[config.mk]
export PLATFORM = sky130hd
export DESIGN_NAME = mux_sel_arbiter_flat
export DESIGN_NICKNAME = d
export VERILOG_FILES = /design/src/rtl/mux_sel_arbiter_pkg.sv /design/src/rtl/mux_sel_arbiter_if.sv /design/src/rtl/mux_sel_arbiter_rr_pick.sv /design/src/rtl/mux_sel_arbiter.sv /design/src/flat_wrapper.sv
export SDC_FILE = /design/constraint.sdc
export NUM_CORES = 1
export LEC_CHECK = 0
export CAP_MARGIN = 20
export CORE_UTILIZATION = 42
export DETAILED_ROUTE_END_ITERATION = 8
export GPL_TIMING_DRIVEN = 1
export PLACE_DENSITY = 0.88
export SLEW_MARGIN = 15
export SYNTH_ARGS = -nofsm -noshare
export SYNTH_HDL_FRONTEND = slang
export SYNTH_SLANG_ARGS = --single-unit
[constraint.sdc]
create_clock -name clk -period 2.4 [get_ports clk]
set_input_delay 0.72 -clock clk [delete_from_list [all_inputs] [get_ports clk]]
set_output_delay 0.72 -clock clk [all_outputs]
set_load 0.005 [all_outputs]
[src/rtl/mux_sel_arbiter_pkg.sv]
// Shared types for the two-source round-robin mux arbiter.
package mux_arb_pkg;

  typedef enum logic [1:0] {
    ST_IDLE  = 2'd0,
    ST_OWN_A = 2'd1,
    ST_OWN_B = 2'd2
  } state_t;

  localparam logic OWNER_A = 1'b0;
  localparam logic OWNER_B = 1'b1;

endpackage

[src/rtl/mux_sel_arbiter_if.sv]
// Request/data/grant bundle between the two sources and the arbiter.
// Optional macro ARB_LOCK_EN adds the lock input.
interface mux_sel_arbiter_if #(parameter int DATA_W = 8);

  logic              req_a;
  logic [DATA_W-1:0] data_a;
  logic              req_b;
  logic [DATA_W-1:0] data_b;
  logic              gnt_a;
  logic              gnt_b;
  logic              sel;
  logic [DATA_W-1:0] out_data;
  logic              out_valid;
`ifdef ARB_LOCK_EN
  logic              lock;

  modport master (output req_a, data_a, req_b, data_b, lock,
                  input  gnt_a, gnt_b, sel, out_data, out_valid);
  modport slave  (input  req_a, data_a, req_b, data_b, lock,
                  output gnt_a, gnt_b, sel, out_data, out_valid);
`else
  modport master (output req_a, data_a, req_b, data_b,
                  input  gnt_a, gnt_b, sel, out_data, out_valid);
  modport slave  (input  req_a, data_a, req_b, data_b,
                  output gnt_a, gnt_b, sel, out_data, out_valid);
`endif

endinterface

[src/rtl/mux_sel_arbiter_rr_pick.sv]
// Next-owner choice from IDLE: a lone requester wins, contention goes to
// the source that did not own the mux last.
module rr_pick
  import mux_arb_pkg::*;
(
  input  logic req_a,
  input  logic req_b,
  input  logic last_owner,
  output logic pick_valid,
  output logic pick_owner
);

  // Round-robin pick between the two requesters
  always_comb begin
    pick_valid = req_a | req_b;
    if (req_a && req_b)
      pick_owner = (last_owner == OWNER_A) ? OWNER_B : OWNER_A;
    else if (req_b)
      pick_owner = OWNER_B;
    else
      pick_owner = OWNER_A;
  end

endmodule

[src/rtl/mux_sel_arbiter.sv]
// Round-robin arbiter for the shared A/B 2:1 mux datapath. Grants are
// bounded to MAX_HOLD beats while the other source waits.
// Optional macro ARB_LOCK_EN: a lock input on the bus suppresses rotation
// while the owner holds it.
//
// state    | meaning
// ST_IDLE  | no owner, sel keeps its last value
// ST_OWN_A | A granted, sel=0
// ST_OWN_B | B granted, sel=1
module mux_sel_arbiter
  import mux_arb_pkg::*;
#(
  parameter int DATA_W   = 8,
  parameter int MAX_HOLD = 4
) (
  input  logic                clk,
  input  logic                rst_n,
  mux_sel_arbiter_if.slave    bus
);

  localparam int CNT_W = $clog2(MAX_HOLD + 1);
  localparam logic [CNT_W-1:0] HOLD_MAX = CNT_W'(MAX_HOLD);

  state_t            state, next_state;
  logic [CNT_W-1:0]  hold_cnt, cnt_next, cnt_inc;
  logic              last_owner, owner_next;
  logic              sel_q, sel_next;
  logic [DATA_W-1:0] out_data_q, beat_data;
  logic              out_valid_q, beat;
  logic              pick_valid, pick_owner;
  logic              rotate_ok, at_max;

`ifdef ARB_LOCK_EN
  assign rotate_ok = ~bus.lock;
`else
  assign rotate_ok = 1'b1;
`endif

  assign cnt_inc = hold_cnt + CNT_W'(1);
  assign at_max  = (cnt_inc == HOLD_MAX);

  rr_pick u_pick (
    .req_a      (bus.req_a),
    .req_b      (bus.req_b),
    .last_owner (last_owner),
    .pick_valid (pick_valid),
    .pick_owner (pick_owner)
  );

  // Next state: idle pick, release on request drop, rotate at burst limit
  always_comb begin
    next_state = state;
    case (state)
      ST_IDLE: begin
        if (pick_valid)
          next_state = (pick_owner == OWNER_B) ? ST_OWN_B : ST_OWN_A;
      end
      ST_OWN_A: begin
        if (!bus.req_a)
          next_state = bus.req_b ? ST_OWN_B : ST_IDLE;
        else if (at_max && bus.req_b && rotate_ok)
          next_state = ST_OWN_B;
      end
      ST_OWN_B: begin
        if (!bus.req_b)
          next_state = bus.req_a ? ST_OWN_A : ST_IDLE;
        else if (at_max && bus.req_a && rotate_ok)
          next_state = ST_OWN_A;
      end
      default: next_state = ST_IDLE;
    endcase
  end

  // Beat detection, burst counter, select and owner bookkeeping
  always_comb begin
    beat = ((state == ST_OWN_A) && bus.req_a) ||
           ((state == ST_OWN_B) && bus.req_b);
    beat_data = (state == ST_OWN_B) ? bus.data_b : bus.data_a;

    cnt_next = hold_cnt;
    if (next_state != state)
      cnt_next = '0;
    else if (beat)
      cnt_next = at_max ? '0 : cnt_inc;

    owner_next = last_owner;
    sel_next   = sel_q;
    if (next_state == ST_OWN_A) begin
      owner_next = OWNER_A;
      sel_next   = 1'b0;
    end else if (next_state == ST_OWN_B) begin
      owner_next = OWNER_B;
      sel_next   = 1'b1;
    end
  end

  // State register with counter, owner history and select
  always_ff @(posedge clk or negedge rst_n) begin
    if (!rst_n) begin
      state      <= ST_IDLE;
      hold_cnt   <= '0;
      last_owner <= OWNER_B;
      sel_q      <= 1'b0;
    end else begin
      state      <= next_state;
      hold_cnt   <= cnt_next;
      last_owner <= owner_next;
      sel_q      <= sel_next;
    end
  end

  // Output data register: capture the granted source on each beat
  always_ff @(posedge clk or negedge rst_n) begin
    if (!rst_n) begin
      out_data_q  <= '0;
      out_valid_q <= 1'b0;
    end else begin
      out_valid_q <= beat;
      if (beat)
        out_data_q <= beat_data;
    end
  end

  assign bus.gnt_a     = (state == ST_OWN_A);
  assign bus.gnt_b     = (state == ST_OWN_B);
  assign bus.sel       = sel_q;
  assign bus.out_data  = out_data_q;
  assign bus.out_valid = out_valid_q;

endmodule

[src/flat_wrapper.sv]
// flat-port wrapper written by rule: the top's interface ports become plain ports
module mux_sel_arbiter_flat import mux_arb_pkg::*;
#(
  parameter int DATA_W   = 8,
  parameter int MAX_HOLD = 4
)
  (clk, rst_n, bus_req_a, bus_data_a, bus_req_b, bus_data_b, bus_gnt_a, bus_gnt_b, bus_sel, bus_out_data, bus_out_valid);
  mux_sel_arbiter_if #(.DATA_W(DATA_W)) bus_i ();
  input  logic clk;
  input  logic rst_n;
  input wire logic [$bits(bus_i.req_a)-1:0] bus_req_a;
  input wire logic [$bits(bus_i.data_a)-1:0] bus_data_a;
  input wire logic [$bits(bus_i.req_b)-1:0] bus_req_b;
  input wire logic [$bits(bus_i.data_b)-1:0] bus_data_b;
  output wire logic [$bits(bus_i.gnt_a)-1:0] bus_gnt_a;
  output wire logic [$bits(bus_i.gnt_b)-1:0] bus_gnt_b;
  output wire logic [$bits(bus_i.sel)-1:0] bus_sel;
  output wire logic [$bits(bus_i.out_data)-1:0] bus_out_data;
  output wire logic [$bits(bus_i.out_valid)-1:0] bus_out_valid;
  assign bus_i.req_a = bus_req_a;
  assign bus_i.data_a = bus_data_a;
  assign bus_i.req_b = bus_req_b;
  assign bus_i.data_b = bus_data_b;
  assign bus_gnt_a = bus_i.gnt_a;
  assign bus_gnt_b = bus_i.gnt_b;
  assign bus_sel = bus_i.sel;
  assign bus_out_data = bus_i.out_data;
  assign bus_out_valid = bus_i.out_valid;
  mux_sel_arbiter #(.DATA_W(DATA_W), .MAX_HOLD(MAX_HOLD)) u_core (.clk(clk), .rst_n(rst_n), .bus(bus_i));
endmodule
==> impl_results.md <==
- Cell-by-cell trace of the critical path: nor2b_1 -> clkdlybuf4s50_1
- Chip height: 46.8 µm
- Antenna-violating nets left: 0
- Main flop type after synthesis: dfrtp_1
- Post-CTS setup buffer count: 0
- Switching share of power: 30.1%
- CP max stage cell: clkdlybuf4s50_1
- Asr flop ratio synth: 100%
- CP required: 1.68 ns
- # DRC: 0
- Commonest non-fill, non-tap cell in the layout: clkdlybuf4s50_1
- Flop pwr share: 42.8%
- Syn_area_per_cell: 9.79 µm²
- Reg clk slew, reported paths: 0.10 ns
- Reg2Reg Setup Slack: 0.17 ns
- Critical path class: flop to primary output
- Initial DRC Count: 21
- Synthesized area: 842 µm²
- Number of diodes: 0
- Tot GR Track Use: 23.2%
- Final Cell Area: 0.00124 mm²
- CP endpoint kind: primary output
- Slew Limit Headroom: 72.9%
- Synth Register Bits: 16
- Antenna violations before repair: 0
- Metal2 WL: 1.18 mm
- Vias: 800
- Arrival time of the worst setup path: 1.55 ns
- Synth warn: 0
- Wire length per cell: 14.9 µm
- Maximum number of pins on one net before global-route repair: 14
- Slew @ Worst Pin: 0.405 ns
- Sequential area share after synthesis: 47.7%
- Placed standard-cell area: 0.00120 mm²
- Status: complete, no violations
- Clock Tree Buf Depth: 2
- Core footprint: 0.00180 mm²
- Net Switching: 282 µW
- Via/cell ratio: 5.44
- Crit-path max FO: 8
- Count of cell types in the netlist: 26
- Commonest non-fill, non-tap cells in the layout: 31 x clkdlybuf4s50_1, 15 x dfrtp_1, 14 x nand2_1
- Fill cells: 149
- Share of cells above drive strength 1: 9.84%
- Routed WL: 2.18 mm
- Cell count after placement: 143
- Vias in the first global route: 749
- DIE WIDTH: 46.8 µm
- Post-Syn Instances: 86
- Finished Layout Cells: 147
- CTS tree: built
- Row count: 15
- # resized after CTS: 0
- # IOs: 32
- P_leak: 0.000549 µW
- Worst-skew pair later-pin latency: 0.28 ns
- Final Skew: 0.00680 ns
- Int Power: 656 µW
- Gp weighted congestion: 0.783
- Final Setup Violations: 0
- Nets@finish: 146
- Fin. Hold Viols: 0
- Final period utilization: 94.8%
- IO buf count: 31
- First-pass GRT wire length: 3.53 mm
- Startpoint types: flop
- Clock power frac: 18.8%
- Min-Delay Path Class: flop to flop
- Layout area overhead: 47.7%
- Die Area: 0.00219 mm²
- CTS Buf Count: 3
- WL met3: 98 µm
- Root buf cell: clkbuf_4
- Wl on met1: 886 µm
- Fin. max-slew vios: 0
- Final Critical Period: 2.27 ns
- RSZ-0062 raised after global routing: no
- Max-cap viol count: 0
- CP max stage delay: 0.53 ns
- Combinational Power Share: 38.4%
- Syn nets: 109
- PwrDens: 755 mW/mm²
- Clk sinks: 16
- Initial Util: 46.7%
- EDFF count, synth: 0
- Pre-antenna DRT Iters: 4
- Fmax: 440 MHz
- CTS Hold Bufs: 0
- Setup TNS: 0 ns
- Grt total ovfl: 0
- H-tree Lvls: 1
- Top Layer Used: met4
- Peak VDD IR: 0.000459 V
==> critical path: cells and delay by family, from the launching register on <==
| family | cells | cell delay, ns |
|---|---|---|
| buffers and inverters | 1 | 0.53 |
| DFF | 1 | 0.52 |
| and+or+nand+nor | 1 | 0.23 |
==> state kept, by name, summed over array words and instances (netlist names) <==
signal and count:
u_core.last_owner 1, u_core.bus.out_data 8, u_core.state 2, u_core.hold_cnt 3, u_core.bus.out_valid 1, u_core.bus.sel 1
==> cell usage after synthesis, types with 2 or more instances <==
library cell | instances | area share (%)
o211ai_1 | 2 | 1.8
a31oi_1 | 2 | 1.5
nand2_1 | 14 | 6.2
nor3_1 | 3 | 1.8
dfrtp_1 | 15 | 45
inv_1 | 3 | 1.3
nor2b_1 | 3 | 2.2
buf_2 | 2 | 1.2
o21ai_1 | 9 | 5.3
ha_1 | 3 | 4.5
nor2_1 | 4 | 1.8
mux2i_1 | 9 | 11
a21oi_1 | 4 | 2.4
==> cells by family after synthesis <==
logic type / synth area share [%]
AOI/OAI and AO/OA: 17.2
xor gates and xnor gates: 1.04
adders and majority gates: 4.46
buffers and inverters: 3.86
DFF: 47.7
muxes: 10.7
and+or+nand+nor: 15.0
==> path summary, 6_finish.rpt <==
| path | depth (start not counted) | end | startpoint |
|---|---|---|---|
| max in group asynchronous | 2 | u_core.bus.out_data[5] | rst_n |
| min in group asynchronous | 1 | u_core.bus.out_data[7] | rst_n |
| setup reg to reg | 8 | u_core.bus.sel | u_core.hold_cnt[0] |
| hold / removal | 2 | u_core.bus.out_data[2] | u_core.bus.out_data[2] |
| setup / recovery | 2 | bus_gnt_b | u_core.state[1] |
| hold reg to reg | 2 | u_core.bus.out_data[2] | u_core.bus.out_data[2] |
==> power by group through the flow <==
stage | sequential, µW | combinational [µW] | clock, µW
6_report | 402 | 360 | 176
5_1_grt | 409 | 396 | 196
4_1_cts | 401 | 363 | 186
3_5_place_dp | 406 | 359 | 0
3_3_place_gp | 399 | 345 | 0
2_1_floorplan | 399 | 147 | 0
==> metal layers <==
metal | track usage, % | up-vias
met4 | 8.00 | 0
met1 | 30.2 | 381
met3 | 3.46 | 2
li1 | - | 378
met5 | 0 | -
met2 | 39.4 | 39
==> final cells by class <==
class / count / area (µm²) / area share [%]
sequential: 16 / 402 / 32.3
timing repair buffer: 36 / 348 / 28.0
clock buffer: 4 / 36.3 / 2.92
inverter: 3 / 11.3 / 0.905
tap: 25 / 31.3 / 2.52
multi-input combinational: 63 / 415 / 33.4
==> metrics by stage <==
| stage | power, µW | util (%) | worst slack (ns) | hold WS, ns |
|---|---|---|---|---|
| final | 938 | 69.0 | 0.125 | 0.495 |
| after global routing | 1000 | 69.0 | 0.00869 | 0.529 |
| after CTS | 950 | 68.6 | 0.116 | 0.501 |
| after detailed placement | 765 | 66.6 | 0.0902 | 0.476 |
| after global placement | 744 | 66.6 | 0.227 | 0.468 |
| after floorplan | 546 | - | 0.298 | 0.424 |
No activity file was read; power rests on OpenSTA's default activity.
